**src/rtl/sa_feeder_if.sv**
```systemverilog
// Purpose : bundles the weight/activation handshakes and the array-side buses of sa_feeder.
// Latency : n/a (wiring only).
// Backpressure: wt_in_ready / act_in_ready are owned by the feeder (slave side).
//
// Ports (slave view):
//   start                         tile request, honoured only when the feeder is idle
//   wt_in_valid/ready/data        one weight row per beat, slice c -> column c
//   act_in_valid/ready/data/last  one activation vector per beat, slice r -> row r
//   wt_row_en, wt_out             weight-load enables (one-hot per row) and column weight bus
//   a_out, a_valid                skewed activations and per-row valids into column 0
//   busy, done                    tile in progress / one-cycle completion pulse
interface sa_feeder_if #(
    parameter int N         = 4,
    parameter int DATAWIDTH = 8
);
    logic                     start;
    logic                     wt_in_valid;
    logic                     wt_in_ready;
    logic [N*DATAWIDTH-1:0]   wt_in_data;
    logic                     act_in_valid;
    logic                     act_in_ready;
    logic [N*DATAWIDTH-1:0]   act_in_data;
    logic                     act_in_last;
    logic [N-1:0]             wt_row_en;
    logic [N*DATAWIDTH-1:0]   wt_out;
    logic [N*DATAWIDTH-1:0]   a_out;
    logic [N-1:0]             a_valid;
    logic                     busy;
    logic                     done;

    modport master (
        output start, wt_in_valid, wt_in_data, act_in_valid, act_in_data, act_in_last,
        input  wt_in_ready, act_in_ready, wt_row_en, wt_out, a_out, a_valid, busy, done
    );

    modport slave (
        input  start, wt_in_valid, wt_in_data, act_in_valid, act_in_data, act_in_last,
        output wt_in_ready, act_in_ready, wt_row_en, wt_out, a_out, a_valid, busy, done
    );
endinterface

```
**src/rtl/sa_feeder.sv**
```systemverilog
// Purpose : loads N weight rows into a systolic array, then streams activation vectors with a per-row skew.
// Latency : weight row visible 1 cycle after accept; activation slice r visible 1+r cycles after accept; done N cycles after the last vector.
// Backpressure: accepts weights only in LOAD_W and activations only in STREAM; idle cycles in STREAM become bubbles.
//
// Ports:
//   clk, rst  rising-edge clock, synchronous active-high reset
//   bus       sa_feeder_if.slave (handshakes in, array buses and status out)
module sa_feeder #(
    parameter int N         = 4,
    parameter int DATAWIDTH = 8
) (
    input  logic        clk,
    input  logic        rst,
    sa_feeder_if.slave  bus
);
    localparam int RW = $clog2(N);
    localparam int W  = N * DATAWIDTH;

    typedef enum logic [1:0] {
        IDLE   = 2'd0,
        LOAD_W = 2'd1,
        STREAM = 2'd2,
        DRAIN  = 2'd3
    } state_t;

    state_t         state;
    state_t         state_nxt;
    logic [RW-1:0]  row_cnt;
    logic           wt_xfer;
    logic           act_xfer;
    logic           last_xfer;
    logic           last_out;
    logic [N-1:0]   wt_row_en_q;
    logic [W-1:0]   wt_out_q;
    logic [N-1:0]   last_sr;
    logic [W-1:0]   a_out_w;
    logic [N-1:0]   a_valid_w;

    assign wt_xfer   = bus.wt_in_valid  & bus.wt_in_ready;
    assign act_xfer  = bus.act_in_valid & bus.act_in_ready;
    assign last_xfer = act_xfer & bus.act_in_last;
    // The last flag leaves the delay line in the same cycle the final
    // vector's row N-1 element leaves the skew line.
    assign last_out  = last_sr[N-1];

    // ------------------------------------------------------------------
    // FSM: state register
    // ------------------------------------------------------------------
    always_ff @(posedge clk) begin
        if (rst) begin
            state <= IDLE;
        end else begin
            state <= state_nxt;
        end
    end

    // ------------------------------------------------------------------
    // FSM: next-state logic
    // ------------------------------------------------------------------
    always_comb begin
        state_nxt = state;
        case (state)
            IDLE: begin
                if (bus.start) begin
                    state_nxt = LOAD_W;
                end
            end
            LOAD_W: begin
                if (wt_xfer && (row_cnt == RW'(N - 1))) begin
                    state_nxt = STREAM;
                end
            end
            STREAM: begin
                if (last_xfer) begin
                    state_nxt = DRAIN;
                end
            end
            DRAIN: begin
                if (last_out) begin
                    state_nxt = IDLE;
                end
            end
            default: state_nxt = IDLE;
        endcase
    end

    // ------------------------------------------------------------------
    // FSM: outputs decoded from the current state
    // ------------------------------------------------------------------
    always_comb begin
        bus.wt_in_ready  = 1'b0;
        bus.act_in_ready = 1'b0;
        bus.busy         = 1'b0;
        case (state)
            LOAD_W: begin
                bus.wt_in_ready = 1'b1;
                bus.busy        = 1'b1;
            end
            STREAM: begin
                bus.act_in_ready = 1'b1;
                bus.busy         = 1'b1;
            end
            DRAIN: begin
                bus.busy = 1'b1;
            end
            default: ;
        endcase
        bus.done = last_out;
    end

    // ------------------------------------------------------------------
    // Weight row counter and registered weight bus
    // ------------------------------------------------------------------
    always_ff @(posedge clk) begin
        if (rst) begin
            row_cnt <= '0;
        end else if (state == IDLE) begin
            row_cnt <= '0;
        end else if (wt_xfer) begin
            row_cnt <= (row_cnt == RW'(N - 1)) ? '0 : row_cnt + 1'b1;
        end
    end

    // wt_row_en is a single-cycle strobe; wt_out keeps the last row so the
    // column wires stay quiet between beats.
    always_ff @(posedge clk) begin
        if (rst) begin
            wt_row_en_q <= '0;
            wt_out_q    <= '0;
        end else begin
            wt_row_en_q <= '0;
            if (wt_xfer) begin
                wt_row_en_q <= N'(1) << row_cnt;
                wt_out_q    <= bus.wt_in_data;
            end
        end
    end

    assign bus.wt_row_en = wt_row_en_q;
    assign bus.wt_out    = wt_out_q;

    // ------------------------------------------------------------------
    // Last-flag delay line, same depth as the row N-1 skew line
    // ------------------------------------------------------------------
    always_ff @(posedge clk) begin
        if (rst) begin
            last_sr <= '0;
        end else begin
            last_sr <= {last_sr[N-2:0], last_xfer};
        end
    end

    // ------------------------------------------------------------------
    // Activation skew: row r is a shift line of r+1 registers. Bubbles and
    // drain cycles load zero data with valid low, so a_out is zero whenever
    // a_valid is low without any output gating.
    // ------------------------------------------------------------------
    for (genvar r = 0; r < N; r++) begin : g_row
        logic [DATAWIDTH-1:0] d_sr [0:r];
        logic [r:0]           v_sr;

        always_ff @(posedge clk) begin
            if (rst) begin
                for (int k = 0; k <= r; k++) begin
                    d_sr[k] <= '0;
                end
                v_sr <= '0;
            end else begin
                d_sr[0] <= act_xfer ? bus.act_in_data[r*DATAWIDTH +: DATAWIDTH] : '0;
                v_sr[0] <= act_xfer;
                for (int k = 1; k <= r; k++) begin
                    d_sr[k] <= d_sr[k-1];
                    v_sr[k] <= v_sr[k-1];
                end
            end
        end

        assign a_out_w[r*DATAWIDTH +: DATAWIDTH] = d_sr[r];
        assign a_valid_w[r]                      = v_sr[r];

        a_zero_when_idle: assert property (@(posedge clk) disable iff (rst)
            !v_sr[r] |-> (d_sr[r] == '0));
    end

    assign bus.a_out   = a_out_w;
    assign bus.a_valid = a_valid_w;

    a_wt_en_onehot: assert property (@(posedge clk) disable iff (rst)
        $onehot0(wt_row_en_q));

endmodule

```
**src/flat_wrapper.sv**
```systemverilog
// flat-port wrapper written by rule: the top's interface ports become plain ports
module sa_feeder_flat 
#(
    parameter int N         = 4,
    parameter int DATAWIDTH = 8
)
  (clk, rst, bus_start, bus_wt_in_valid, bus_wt_in_data, bus_act_in_valid, bus_act_in_data, bus_act_in_last, bus_wt_in_ready, bus_act_in_ready, bus_wt_row_en, bus_wt_out, bus_a_out, bus_a_valid, bus_busy, bus_done);
  sa_feeder_if #(.N(N), .DATAWIDTH(DATAWIDTH)) bus_i ();
  input  logic clk;
  input  logic rst;
  input wire logic [$bits(bus_i.start)-1:0] bus_start;
  input wire logic [$bits(bus_i.wt_in_valid)-1:0] bus_wt_in_valid;
  input wire logic [$bits(bus_i.wt_in_data)-1:0] bus_wt_in_data;
  input wire logic [$bits(bus_i.act_in_valid)-1:0] bus_act_in_valid;
  input wire logic [$bits(bus_i.act_in_data)-1:0] bus_act_in_data;
  input wire logic [$bits(bus_i.act_in_last)-1:0] bus_act_in_last;
  output wire logic [$bits(bus_i.wt_in_ready)-1:0] bus_wt_in_ready;
  output wire logic [$bits(bus_i.act_in_ready)-1:0] bus_act_in_ready;
  output wire logic [$bits(bus_i.wt_row_en)-1:0] bus_wt_row_en;
  output wire logic [$bits(bus_i.wt_out)-1:0] bus_wt_out;
  output wire logic [$bits(bus_i.a_out)-1:0] bus_a_out;
  output wire logic [$bits(bus_i.a_valid)-1:0] bus_a_valid;
  output wire logic [$bits(bus_i.busy)-1:0] bus_busy;
  output wire logic [$bits(bus_i.done)-1:0] bus_done;
  assign bus_i.start = bus_start;
  assign bus_i.wt_in_valid = bus_wt_in_valid;
  assign bus_i.wt_in_data = bus_wt_in_data;
  assign bus_i.act_in_valid = bus_act_in_valid;
  assign bus_i.act_in_data = bus_act_in_data;
  assign bus_i.act_in_last = bus_act_in_last;
  assign bus_wt_in_ready = bus_i.wt_in_ready;
  assign bus_act_in_ready = bus_i.act_in_ready;
  assign bus_wt_row_en = bus_i.wt_row_en;
  assign bus_wt_out = bus_i.wt_out;
  assign bus_a_out = bus_i.a_out;
  assign bus_a_valid = bus_i.a_valid;
  assign bus_busy = bus_i.busy;
  assign bus_done = bus_i.done;
  sa_feeder #(.N(N), .DATAWIDTH(DATAWIDTH)) u_core (.clk(clk), .rst(rst), .bus(bus_i));
endmodule
```
**config.mk**
```make
export PLATFORM = sky130hd
export DESIGN_NAME = sa_feeder_flat
export DESIGN_NICKNAME = d
export VERILOG_FILES = /design/src/rtl/sa_feeder_if.sv /design/src/rtl/sa_feeder.sv /design/src/flat_wrapper.sv
export SDC_FILE = /design/constraint.sdc
export NUM_CORES = 1
export LEC_CHECK = 0
export CORE_AREA = 2 2 124 90
export DETAILED_ROUTE_END_ITERATION = 8
export DIE_AREA = 0 0 126 92
export PLACE_DENSITY = 0.74
export SLEW_MARGIN = 5
export SYNTH_ARGS = -nofsm -noshare
export SYNTH_HDL_FRONTEND = slang
export SYNTH_SLANG_ARGS = --single-unit
```
**constraint.sdc**
```tcl
create_clock -name clk -period 1.5 [get_ports clk]
set_input_delay 0.15 -clock clk [delete_from_list [all_inputs] [get_ports clk]]
set_output_delay 0.15 -clock clk [all_outputs]
set_load 0.03 [all_outputs]
```
==> flow_metrics.env, run 1 <==
export IMPL_dieHeight_um=92
export IMPL_drc=0
export IMPL_ant_nets=0
export IMPL_top_level_ports=146
export IMPL_fin_setup_tns_ns=0
export IMPL_cp_num_buf_inv=1
export IMPL_wire_per_inst_um=12.2
export IMPL_final_period_minus_worst_setup_slack_ns=1.46
export IMPL_h_tree_depth=4
export IMPL_synth_top_cell_by_area="dfxtp_1"
export IMPL_synth_cell_types=23
export IMPL_synth_common_cells="128 x dfxtp_1, 66 x nand2_1, 56 x nor2b_1"
export IMPL_dr_pass1_iters=4
export IMPL_intPower_uw=7010
export IMPL_fmax_mhz=686
export IMPL_place_area_um2=5480
export IMPL_stdcell_area_um2=6030
export IMPL_cts_sinks=128
export IMPL_dp_hpwl_mm=5.72
export IMPL_critical_path_slowest_cell="a2111oi_4"
export IMPL_syn_cell_area_um2=3990
export IMPL_cts_buffer_depth=2
export IMPL_yosysMostFrequentCell="dfxtp_1"
export IMPL_place_worst_setup_slack_ns=-0.0611
export IMPL_yosysWarnings=0
export IMPL_clk_pin_slew_ns=0.05
export IMPL_dr_total_vias=2789
export IMPL_regArea_um2=2560
export IMPL_wl_mm=8.10
export IMPL_p_seq_share_pct=39.3
export IMPL_synth_seq_cells=128
export IMPL_clock_skew_ns=0.00607
export IMPL_cp_top_family="compound AO/OA/AOI/OAI gates"
export IMPL_powerDensity_nw_per_um2=1570
export IMPL_cp_cell_sequence="buf_4 -> ha_2 -> nor2b_4 -> a2111oi_4 -> mux2i_1"
export IMPL_worstPathArrival_ns=1.77
export IMPL_drt_initial_drc_count=96
export IMPL_synth_edf_count=0
export IMPL_die_x_um=126
export IMPL_start_util_pct=37.8
export IMPL_antenna_found_initial=0
export IMPL_critPathLaunchType="register"
export IMPL_root_buffer="clkbuf_16"
export IMPL_status="finished, final reports clean"
export IMPL_rows=32
export IMPL_gr_total_overflow=0
export IMPL_diodes=0
export IMPL_hold_viol=0
export IMPL_worst_slack_ns=0.0424
export IMPL_synth_async_reset_ratio_pct=0
export IMPL_hold_class="primary input to register"
export IMPL_slew_headroom_pct=68.9
export IMPL_layout_nets=591
export IMPL_synth_cells=380
export IMPL_drv_cap=0
export IMPL_placed_cells=632
export IMPL_sw_frac_of_total_pct=25.7
export IMPL_maxSlewViolCount=0
export IMPL_grt_max_degree=49
export IMPL_synth_flop_cell="dfxtp_1"
export IMPL_grt_pass1_wl_mm=13.2
export IMPL_syn_to_final_growth_pct=51.0
export IMPL_regToRegSetupSlack_ns=0.04
export IMPL_num_fill_cells=940
export IMPL_drive_gt1_share_pct=10.8
export IMPL_cts_inserted_buffers=17
export IMPL_gp_congestion=0.683
export IMPL_rsz0062_at_grt="yes"
export IMPL_required_ns=1.82
export IMPL_setup_viol=0
export IMPL_multiInputGateArea_um2=1210
export IMPL_combPwrFrac_pct=16.6
export IMPL_ys_seq_area_share_pct=64.2
export IMPL_cts_tree="built"
export IMPL_endpoint_kind="register"
export IMPL_port_buffers=145
export IMPL_fin_cells=665
export IMPL_die_area_um2=11600
export IMPL_via_per_inst=4.19
export IMPL_power_leakage_uw=0.00268
export IMPL_holdBufCountCts=0
export IMPL_synth_avg_cell_area_um2=10.5
export IMPL_synth_top_area_share_pct=64.2
export IMPL_peakVddDrop_mv=0.847
export IMPL_grt_usage_pct=14.7
export IMPL_crit_type="register to register"
export IMPL_syn_nets=455
export IMPL_worstSkewPairLatency_ns=0.40
export IMPL_slowest_delay_ns=0.38
export IMPL_core_um2=10600
export IMPL_p_clk_share_pct=44.1
export IMPL_worstMarginPinSlew_ns=0.466
export IMPL_fin_crit_sh_pct=97.2
export IMPL_p_switching_uw=2430
export IMPL_cp_max_fo=4
export IMPL_grt_pass1_vias=2823
export IMPL_synth_area_leaders="dfxtp_1 64%, nor2b_1 8.8%, nand2_1 6.2%, and2_1 5.2%, a21oi_1 4.0%"
-- power by group through the flow --
stage,clock (uW),sequential (uW),combinational [uW]
after CTS,4270,3710,1600
after detailed placement,0,3780,1630
after global placement,0,3760,1590
after global routing,4410,3730,1710
after floorplan,0,4000,714
final,4160,3710,1570
-- per-layer routing --
layer | vias to the layer above | GRT usage, % | routed length [um]
met1 | 1250 | 16.5 | 3550
li1 | 1445 | - | -
met5 | - | 0 | 0
met3 | 14 | 6.18 | 521
met4 | 0 | 6.41 | 122
met2 | 80 | 24.4 | 3900
-- area by class of cell --
cell class	instances	share of cell area, %
Sequential cell	128	42.6
Inverter	3	0.187
Timing Repair Buffer	155	24.1
Clock inverter	12	2.64
Multi-Input combinational cell	211	20.1
Clock buffer	20	7.58
Tap cell	136	2.82
-- state kept, by name, indices dropped and copies added, names as in the netlist --
name / count
u_core.g_row.d_sr: 80
u_core.bus.wt_row_en: 4
u_core.state: 2
u_core.g_row.v_sr: 4
u_core.bus.wt_out: 32
u_core.last_sr: 4
u_core.row_cnt: 2
-- through the flow --
step                      total power (uW)  util [%]  hold slack, ns
after global placement                5360      51.8           0.415
after floorplan                       4720         -           0.272
final                                 9430      57.0          0.0519
after detailed placement              5410      51.8           0.420
after global routing                  9850      57.0          0.0537
after CTS                             9570      56.9          0.0410
-- cells by family after synthesis --
kind of cell / count (synthesis) / share of synthesized area (%)
DFF: 128 / 64.2
buffers and inverters: 41 / 5.92
muxes: 4 / 1.00
adders and majority gates: 5 / 1.57
AOI/OAI and AO/OA: 35 / 5.08
and+or+nand+nor: 167 / 22.2
-- layout by cell type, fill, tap and decap left out, types with 3 or more instances in the layout --
cell	count
dlygate4sd2_1	73
clkdlybuf4s50_1	68
dfxtp_1	126
bufinv_16	3
a21oi_1	32
clkbuf_16	17
and2_1	33
buf_4	10
inv_2	3
nand2_1	65
nor2b_1	55
nand2b_1	3
clkinv_4	4
mux2i_1	4
ha_2	4
-- final timing paths --
kind	depth (start not counted)	endpoint	start
min	2	u_core.g_row[3].v_sr[2]$_SDFF_PP0_	rst
max reg2reg	5	u_core.state[1]$_SDFFE_PP0P_	u_core.state[0]$_SDFFE_PP0P_
max	5	u_core.state[1]$_SDFFE_PP0P_	u_core.state[0]$_SDFFE_PP0P_
min reg2reg	1	u_core.g_row[3].d_sr[2][3]$_SDFF_PP0_	u_core.g_row[3].d_sr[1][3]$_SDFF_PP0_
-- what timing repair did --
action | 4_1_cts | 5_1_grt
gates resized for setup | 84 | 6
hold endpoints to repair | 0 | 0
pin swaps | 0 | 1
buffers inserted | 1 | 0
gates cloned | 0 | 0
setup endpoints to repair | 78 | 9
(Power assumes the default switching activity.)
==> inputs of run 2 (changes only) <==
--- a/config.mk
+++ b/config.mk
@@ -5,9 +5,9 @@
 export SDC_FILE = /design/constraint.sdc
 export NUM_CORES = 1
 export LEC_CHECK = 0
-export CORE_AREA = 2 2 124 90
+export CORE_AREA = 8 8 130 96
 export DETAILED_ROUTE_END_ITERATION = 8
-export DIE_AREA = 0 0 126 92
+export DIE_AREA = 0 0 138 104
 export PLACE_DENSITY = 0.74
 export SLEW_MARGIN = 5
 export SYNTH_ARGS = -nofsm -noshare
==> flow_metrics.env, run 2 (synthesis gave the netlist of run 1 again) <==
export IMPL_grt_usage_pct=12.9
export IMPL_status="finished, final reports clean"
export IMPL_holdBufCountCts=0
export IMPL_start_util_pct=37.8
export IMPL_total_power_uw=9740
export IMPL_endpoint_kind="register"
export IMPL_min_path_cells=2
export IMPL_root_buffer="clkbuf_16"
export IMPL_drt_initial_drc_count=106
export IMPL_h_tree_depth=4
export IMPL_fin_crit_sh_pct=96.2
export IMPL_cp_cell_sequence="buf_6 -> ha_2 -> nor2b_4 -> a2111oi_4 -> mux2i_1"
export IMPL_top_level_ports=146
export IMPL_syn_to_final_growth_pct=52.8
export IMPL_worst_slack_ns=0.0568
export IMPL_regToRegSetupSlack_ns=0.06
export IMPL_diodes=0
export IMPL_r2r_start="u_core.state[0]$_SDFFE_PP0P_"
export IMPL_clk_pin_slew_ns=0.05
export IMPL_layout_common_cells="126 x dfxtp_1, 73 x dlygate4sd2_1, 68 x clkdlybuf4s50_1"
export IMPL_hp_start="rst"
export IMPL_hold_viol=0
export IMPL_final_period_minus_worst_setup_slack_ns=1.44
export IMPL_top_register="u_core.g_row.d_sr"
export IMPL_drc=0
export IMPL_worstReg2RegEnd="u_core.state[0]$_SDFFE_PP0P_"
export IMPL_hold_class="primary input to register"
export IMPL_setup_viol=0
export IMPL_required_ns=1.82
export IMPL_die_x_um=138
export IMPL_via_per_inst=4.27
export IMPL_hold_path_end="u_core.g_row[3].d_sr[3][5]$_SDFF_PP0_"
export IMPL_wire_per_inst_um=13.9
export IMPL_rsz0062_at_grt="yes"
export IMPL_port_buffers=145
export IMPL_peakVddDrop_mv=0.876
export IMPL_powerDensity_nw_per_um2=1600
export IMPL_rows=32
export IMPL_wl_mm=9.25
export IMPL_critPathLaunchType="register"
export IMPL_drv_cap=0
export IMPL_drive_gt1_share_pct=10.6
export IMPL_worstPathArrival_ns=1.76
export IMPL_dr_pass1_iters=4
export IMPL_gp_congestion=0.696
export IMPL_slowest_delay_ns=0.39
export IMPL_cts_sinks=128
export IMPL_dieHeight_um=104
export IMPL_cts_tree="built"
export IMPL_slew_headroom_pct=69.7
export IMPL_maxSlewViolCount=0
export IMPL_ant_nets=0
export IMPL_dr_total_vias=2842
export IMPL_reg2reg_depth=5
export IMPL_final_common_cell="dfxtp_1"
export IMPL_worstMarginPinSlew_ns=0.455
export IMPL_core_um2=10600
export IMPL_layout_nets=592
export IMPL_critical_path_slowest_cell="a2111oi_4"
export IMPL_clock_skew_ns=0.00465
export IMPL_grt_pass1_vias=2939
export IMPL_cts_buffer_depth=2
export IMPL_grt_pass1_wl_mm=14.7
export IMPL_worstSkewPairLatency_ns=0.39
export IMPL_die_area_um2=14400
export IMPL_crit_type="register to register"
export IMPL_power_leakage_uw=0.00271
export IMPL_place_worst_setup_slack_ns=0.0183
export IMPL_cts_inserted_buffers=17
export IMPL_dp_hpwl_mm=6.72
export IMPL_fmax_mhz=693
export IMPL_gr_total_overflow=0
export IMPL_grt_max_degree=46
export IMPL_antenna_found_initial=0
export IMPL_largest_register_ffs=80
export IMPL_cp_max_fo=4
run 2: layout make-up:
class / instances / area, um2
clock buffers: 21 / 470
flip-flops and latches: 128 / 2570
multi-input cells: 211 / 1220
inverters: 3 / 13.8
repair buffers: 156 / 1500
well taps: 136 / 170
fillers: 924 / 4470
clock inverters: 10 / 159
run 2: through the flow:
stage          area (um2)  TNS (ns)  hold slack, ns  instances  utilization (%)
4_1_cts              6060         0           0.108        663             57.3
5_1_grt              6100  -0.00838           0.133        665             57.7
3_3_place_gp         5510         0           0.416        632             52.1
2_1_floorplan        3990         0           0.272        380                -
6_report             6100         0           0.125        665             57.7
3_5_place_dp         5510         0           0.422        632             52.1
run 2: worst max-delay path: cells and delay by family (launching register included):
| family | cells | cell delay, ns |
|---|---|---|
| muxes | 1 | 0.22 |
| buffers and inverters | 1 | 0.11 |
| DFF | 1 | 0.36 |
| adders and majority gates | 1 | 0.17 |
| and+or+nand+nor | 1 | 0.12 |
| AOI/OAI and AO/OA | 1 | 0.39 |
run 2: layer usage:
metal  routed length, um  track usage (%)
met5                   0                0
met4                 195             7.12
met3                 733             6.02
met2                4650             22.0
met1                3670             12.7
run 2: timing repair:
action	in CTS	in global routing
resized for setup	78	9
buffers inserted	0	2
setup endpoints to repair	77	32
pin swaps	0	1
run 2: worst max-delay path by stage:
stage | slack (ns) | cells after the start | to | from
final | 0.06 | 5 | u_core.state[0]$_SDFFE_PP0P_ | u_core.state[0]$_SDFFE_PP0P_
after global routing | -0.008 | 5 | bus_busy | u_core.state[1]$_SDFFE_PP0P_
after CTS | 0.001 | 5 | bus_busy | u_core.state[0]$_SDFFE_PP0P_
after detailed placement | 0.02 | 5 | u_core.g_row[3].d_sr[0][1]$_SDFF_PP0_ | u_core.state[0]$_SDFFE_PP0P_
after global placement | 0.08 | 4 | u_core.state[0]$_SDFFE_PP0P_ | bus_act_in_last
after floorplan | 0.04 | 5 | u_core.state[0]$_SDFFE_PP0P_ | u_core.state[1]$_SDFFE_PP0P_
run 2: report_power, final:
part	internal, uW	leakage [uW]	switching [uW]
Sequential	3620	0.00103	90.6
Combinational	819	0.00137	936
Clock	2900	0.000305	1380
==> inputs of run 3 (changes only) <==
--- a/config.mk
+++ b/config.mk
@@ -5,9 +5,9 @@
 export SDC_FILE = /design/constraint.sdc
 export NUM_CORES = 1
 export LEC_CHECK = 0
-export CORE_AREA = 8 8 130 96
+export CORE_AREA = 2 2 124 90
 export DETAILED_ROUTE_END_ITERATION = 8
-export DIE_AREA = 0 0 138 104
+export DIE_AREA = 0 0 126 92
 export PLACE_DENSITY = 0.74
 export SLEW_MARGIN = 5
 export SYNTH_ARGS = -nofsm -noshare
==> results of run 3 <==
No change in the layout: final DEF, timing and power equal those of run 1.
